[src/rtl/ram16_drain.sv]
// ram16_drain: read-side controller for the RAM16 word buffer.
// Waits for full, reads every word from address 0 to the last address, streams each word
// out on a valid/ready port, then pulses the RAM clear and waits for full to drop.
//
// Optional feature (compile-time macro DRAIN_CKSUM_EN): appends a running-XOR checksum word
// after the data words of every frame.
//
// Parameters:
//   AddrWidth  RAM address width; the buffer holds 2**AddrWidth words
//   DataWidth  word width; must match the RAM data width (checksum is DataWidth bits)
// Ports:
//   clk        system clock, rising edge
//   rst        synchronous active-high reset
//   full       RAM full flag
//   ram_en     RAM enable
//   ram_we     RAM write enable, always 0
//   ram_clr    RAM clear, one-cycle pulse
//   ram_a      RAM read address
//   ram_do     RAM read data, valid one cycle after ram_en/ram_a
//   out_data   streamed word
//   out_valid  out_data valid
//   out_ready  sink ready; transfer on out_valid & out_ready
//   busy       high whenever not idle; the writer must not write
//   done       one-cycle pulse after the clear cycle
module ram16_drain #(
  parameter int unsigned AddrWidth = 2,
  parameter int unsigned DataWidth = 16
) (
  input  logic                 clk,
  input  logic                 rst,
  input  logic                 full,
  output logic                 ram_en,
  output logic                 ram_we,
  output logic                 ram_clr,
  output logic [AddrWidth-1:0] ram_a,
  input  logic [DataWidth-1:0] ram_do,
  output logic [DataWidth-1:0] out_data,
  output logic                 out_valid,
  input  logic                 out_ready,
  output logic                 busy,
  output logic                 done
);

  typedef enum logic [2:0] {
    StIdle,
    StRd,
    StCap,
    StPres,
`ifdef DRAIN_CKSUM_EN
    StCks,
`endif
    StClr,
    StWaitf
  } state_e;

  state_e                 state_q, state_d;
  logic [AddrWidth-1:0]   addr_q;
  logic [DataWidth-1:0]   data_q;
  logic                   done_q;
  logic                   last_addr;

`ifdef DRAIN_CKSUM_EN
  logic [DataWidth-1:0]   cksum_q;
`endif

  // All-ones address is the last word of the buffer.
  assign last_addr = &addr_q;

  // State register.
  always_ff @(posedge clk) begin
    if (rst) begin
      state_q <= StIdle;
    end else begin
      state_q <= state_d;
    end
  end

  // Next-state logic.
  always_comb begin
    state_d = state_q;
    unique case (state_q)
      StIdle:  if (full) state_d = StRd;
      StRd:    state_d = StCap;
      StCap:   state_d = StPres;
      StPres: begin
        if (out_ready) begin
          if (last_addr) begin
`ifdef DRAIN_CKSUM_EN
            state_d = StCks;
`else
            state_d = StClr;
`endif
          end else begin
            state_d = StRd;
          end
        end
      end
`ifdef DRAIN_CKSUM_EN
      StCks:   if (out_ready) state_d = StClr;
`endif
      StClr:   state_d = StWaitf;
      // Hold here until full drops so a stale full cannot start a second drain.
      StWaitf: if (!full) state_d = StIdle;
      default: state_d = StIdle;
    endcase
  end

  // Datapath: address counter, captured word, done pulse, optional checksum.
  always_ff @(posedge clk) begin
    if (rst) begin
      addr_q  <= '0;
      data_q  <= '0;
      done_q  <= 1'b0;
`ifdef DRAIN_CKSUM_EN
      cksum_q <= '0;
`endif
    end else begin
      // done is high on the first WAITF cycle only.
      done_q <= (state_q == StClr);

      if (state_q == StCap) begin
        data_q <= ram_do;
      end

      if (state_q == StClr) begin
        addr_q <= '0;
      end else if ((state_q == StPres) && out_ready && !last_addr) begin
        addr_q <= addr_q + AddrWidth'(1);
      end

`ifdef DRAIN_CKSUM_EN
      if ((state_d == StRd) && (state_q != StRd) && (addr_q == '0)) begin
        cksum_q <= '0;
      end else if (state_q == StCap) begin
        cksum_q <= cksum_q ^ ram_do;
      end
`endif
    end
  end

  // Outputs decoded from the state.
  always_comb begin
    ram_we    = 1'b0;
    ram_en    = (state_q == StRd) || (state_q == StClr);
    ram_clr   = (state_q == StClr);
    ram_a     = addr_q;
    busy      = (state_q != StIdle);
    done      = done_q;
    out_valid = (state_q == StPres);
    out_data  = data_q;
`ifdef DRAIN_CKSUM_EN
    if (state_q == StCks) begin
      out_valid = 1'b1;
      out_data  = cksum_q;
    end
`endif
  end

endmodule
[config.mk]
export PLATFORM = sky130hd
export DESIGN_NAME = ram16_drain
export DESIGN_NICKNAME = d
export VERILOG_FILES = /design/src/rtl/ram16_drain.sv
export SDC_FILE = /design/constraint.sdc
export NUM_CORES = 1
export LEC_CHECK = 0
export ABC_AREA = 1
export CAP_MARGIN = 10
export CORE_MARGIN = 2
export CORE_UTILIZATION = 40
export DETAILED_ROUTE_END_ITERATION = 6
export PLACE_DENSITY = 0.89
export REMOVE_ABC_BUFFERS = 1
export SKIP_LAST_GASP = 1
export SYNTH_ARGS = -nofsm -noshare
export SYNTH_HDL_FRONTEND = slang
export SYNTH_SLANG_ARGS = --single-unit
[constraint.sdc]
create_clock -name clk -period 1.8 [get_ports clk]
set_clock_uncertainty 0.2 [all_clocks]
set_input_delay 0.27 -clock clk [delete_from_list [all_inputs] [get_ports clk]]
set_output_delay 0.27 -clock clk [all_outputs]
set_load 0.005 [all_outputs]
Word level (Yosys, flattened, before mapping)
Cells that the tools add are included.
- register bits: 22
- $add $sub $neg: 1
- multiplexer cells: 5
- eq/ne operators: 8
- reductions and logical operators: 9
- operators with widths (cell ; number):
    $pmux W3 S6 ; 1
    $mux W3 ; 4
    $eq A3 B2 Y1 const B ; 2
    $eq A3 B3 Y1 const B ; 2
    $ne A2 B2 Y1 const B ; 2
    $eq A3 B1 Y1 const B ; 1
    $logic_not A3 Y1 ; 1
    $reduce_and A3 Y1 ; 1
    $reduce_bool A3 Y1 ; 1
    $add A2 B1 Y2 const B ; 1
    $logic_and A1 B1 Y1 ; 2
    $ne A2 B1 Y1 const B ; 1
    $reduce_and A2 Y1 ; 1
    $reduce_or A2 Y1 ; 1
    $logic_not A1 Y1 ; 1
    $logic_or A1 B1 Y1 ; 1

Longest topological paths before layout
Gate-level depths: netlist of run 1.
- depth after elaboration: 4
- mapped depth: 8
- mapped depth without buffers: 7

Worst setup path after synthesis of run 1
No wires, ideal clock.
- path kind: reg2out
- start: register state_q[2]
- end: output busy
- cell stages (with the launch flop): 5
- slack: 0.462 ns
- buffers on the path: 2
- arrival: 0.868 ns
- cells stage by stage: dfxtp_1 -> inv_2 -> buf_4 -> buf_4 -> nand2_1
- word-level cells in the longest chain between the ends: 1
- ends and longest elaborated chain (what ; RTL line ; source):
    from (decl) ; 56 ; state_e state_q, state_d;
    from (signal assigned) ; 72 ; state_q <= StIdle;
    from (signal assigned) ; 74 ; state_q <= state_d;
    $reduce_bool A3 Y1 ; 147 ; busy = (state_q != StIdle);
    to (decl) ; 40 ; output logic busy,
No other way between the ends.

Worst setup path after layout of run 1
- start: register state_q[0]
- end: output busy
The elaborated chain is that of the path after synthesis.

==> results of run 1 <==
Yosys cell counts:
| master | number |
|---|---|
| a21oi_1 | 18 |
| a31oi_1 | 1 |
| buf_4 | 5 |
| buf_6 | 1 |
| clkbuf_1 | 2 |
| conb_1 | 1 |
| dfxtp_1 | 22 |
| ha_1 | 1 |
| inv_1 | 7 |
| inv_2 | 2 |
| nand2_1 | 30 |
| nand2_4 | 1 |
| nand3_1 | 19 |
| nand3b_2 | 1 |
| nand4_1 | 1 |
| nor2_1 | 7 |
| nor2_2 | 1 |
| nor2_4 | 1 |
| nor2_8 | 1 |
| o21ai_0 | 2 |
state kept, by name, summed over array words and instances (netlist names):
register  flops
done          1
out_data     16
ram_a         2
state_q       3
cell usage in the layout, fill, tap and decap left out:
cell type / netlist / routed
a21oi_1: 18 / 18
a31oi_1: 1 / 1
buf_4: 5 / 9
clkbuf_4: 0 / 3
clkdlybuf4s50_1: 0 / 38
conb_1: 1 / 1
dfxtp_1: 22 / 19
dfxtp_2: 0 / 2
dfxtp_4: 0 / 1
dlygate4sd2_1: 0 / 4
ha_1: 1 / 1
inv_1: 7 / 7
inv_2: 2 / 2
nand2_1: 30 / 29
nand2_2: 0 / 1
nand2_4: 1 / 1
nand3_1: 19 / 19
nand3b_2: 1 / 1
nand4_1: 1 / 1
nor2_1: 7 / 7
nor2_2: 1 / 1
nor2_4: 1 / 1
nor2_8: 1 / 1
o21ai_0: 2 / 2
per-stage QoR:
stage | total power (W) | cell area (um^2) | instances
2_1_floorplan | 0.000870 | 897 | 116
3_3_place_gp | 0.00114 | 1380 | 190
3_5_place_dp | 0.00116 | 1380 | 190
4_1_cts | 0.00140 | 1450 | 198
5_1_grt | 0.00151 | 1450 | 198
6_report | 0.00140 | 1450 | 198
power breakdown:
group	switching, W	internal, W
sequential	0.0000477	0.000562
combinational	0.000297	0.000296
clock	0.000123	0.0000776
routing by layer:
layer,share of wire,vias up,wire (um),global-route usage
li1,-,495,-,-
met1,0.42,446,1030,0.216
met2,0.49,53,1220,0.346
met3,0.072,7,179,0.0457
met4,0.019,0,46,0.0855
met5,0,-,0,0
cell type report:
type / count / area [um^2]
Sequential cell: 22 / 447
Multi-Input combinational cell: 85 / 425
Tap cell: 28 / 35.0
Fill cell: 203 / 787
Timing Repair Buffer: 51 / 483
Inverter: 9 / 33.8
Clock buffer: 3 / 22.5
path summary, 6_finish.rpt:
kind | cells past startpoint | slack, ns | end
setup / recovery | 4 | 0.11 | busy
hold / removal | 2 | 0.27 | out_data[6]
setup reg to reg | 5 | 0.21 | state_q[1]
hold reg to reg | 2 | 0.27 | out_data[6]
what timing repair did:
item / 4_1_cts / 5_1_grt
setup endpoints to repair: 4 / 0
hold endpoints to repair: 0 / 0
setup buffers: 5 / 0
gates resized for setup: 9 / 0
cell families (layout without fill, tap and decap cells):
group	Yosys count	in the layout	share of synthesized area
AND/OR/NAND/NOR	62	62	0.315
buffers and inverters	17	63	0.0945
AO/OA/AOI/OAI	21	21	0.112
flip-flops	22	22	0.462
adder cells (fa/ha/maj)	1	1	0.0131
other	1	1	0.00393
tightest hold or removal path: cells and delay by family (launching register included):
| kind | cells | cell delay, ns |
|---|---|---|
| AO/OA/AOI/OAI | 1 | 0.05 |
| AND/OR/NAND/NOR | 1 | 0.06 |
| flip-flops | 1 | 0.32 |
==> metrics.md, run 1 <==
| Metric | Value |
|---|---|
| Critical path cell sequence | nor2_2, buf_4, nand2_1, dlygate4sd2_1 |
| Worst hold slack | ~0.27 ns |
| Largest net degree at the start of global routing | 18 |
| Initial Util | 0.427 |
| RSZ-0062 raised after global routing | no |
| First drt pass iteration count | 4 |
| TNS Setup | 0 ns |
| Die Height | 52.8 um |
| Crit. End Element | output pin |
| Clock Path Buffers | 2 |
| Final net count | 193 |
| Register bit total from synthesis | 22 |
| Fin. max-slew vios | 0 |
| Detail-routed via count per cell | a little over 5 |
| Max Fclk | 0.592 GHz |
| Status | complete, no violations |
| GRT Overall Usage | 0.194 |
| Post-layout util | 0.648 |
| Via count | 1,001 |
| Routability cong. | 0.665 |
| Setup ws final | approximately 0.11 ns |
| Share of the synthesized area in the top cell type | 0.462 |
| Worst Hold Launch | out_data[6] |
| Critical Path Source | state_q[0] |
| Routed Antenna Nets | 0 |
| Chip width | 52.8 um |
| Hold buffers post-CTS | 0 |
| Worst Hold Class | reg -> reg |
| Fraction of layout cells with a size suffix above 1 | 0.135 |
| IO buf count | 42 |
| CP Launch Type | register |
| First-pass GRT wire length | ~4 mm |
| CTS tree | built |
| Arrival time of the worst setup path | between 1 and 1.5 ns |
| Area leader, netlist | dfxtp_1 |
| Die area | 2790 um^2 |
| Rows | 17 |
| Routed length per instance | 12.5 um |
| Syn. warnings | 0 |
| Tmin final | 1.69 ns |
| Sequential share of the synthesized area | 0.462 |
| CP bufs+invs | 2 |
| Remaining global-route overflow | 0 |
| 1st-iter DRT viols | 19 |
| CTS HTree Levels | 1 |
| Area delta synth->final | 51.7% |
| Crit Path Category | reg -> out |
| Root buffer cell | clkbuf_4 |
| Avg Inst Size Synth | 7.69 um^2 |
| Critical-path top delay cell | dfxtp_2 |
| Skew-Pair Late Insertion Delay | roughly 0.29 ns |
| Area of the mapped netlist | 953 um^2 |
| Core Region | 2230 um^2 |
| Clock slew at reported path FFs | ~0.11 ns |
| CP max FO | 3 |
| N_diodes | 0 |
| Wirelength, routed | 2.48 mm |
| DP HPWL | 1.77 mm |
| Clock sinks | 22 |
| Number of global-route vias before repair | about 970 |
| Peak supply drop | roughly 0.59 mV |
| Top Ports | 44 |
| PD cells | between 900 and 1000 nW/um^2 |
| Antenna violations before repair | 0 |
| Largest delay share family, worst path | buffers and inverters |
| Pre-CTS worst setup slack | 0.121 ns |
| Top post-synthesis cells by area | dfxtp_1, nand2_1, nand3_1, a21oi_1, buf_4 |
| DRC Markers | 0 |
| Slowest stage delay, CP | between 0.3 and 0.4 ns |
| Final Hold Vio Count | 0 |
| Fin crit share | 0.939 |
| Setup-failing EPs final | 0 |
| Post-synth cell types | 20 |
| Syn Inst Count | 124 |
| Worst Path Required | 1.33 ns |
| RR Startpoint | state_q[0] |
| P_leak | 0.595 nW |
| Max-Cap Viols | 0 |
| TritonCTS buffer count | 3 |
Power figures use the tool's default switching activity.
==> run 2: changes to the inputs <==
--- a/config.mk
+++ b/config.mk
@@ -6,9 +6,9 @@
 export NUM_CORES = 1
 export LEC_CHECK = 0
 export ABC_AREA = 1
-export CAP_MARGIN = 10
 export CORE_MARGIN = 2
 export CORE_UTILIZATION = 40
+export CTS_CLUSTER_SIZE = 10
 export DETAILED_ROUTE_END_ITERATION = 6
 export PLACE_DENSITY = 0.89
 export REMOVE_ABC_BUFFERS = 1
==> results of run 2 <==
Final layout, timing and power as in run 1 (identical DEF).
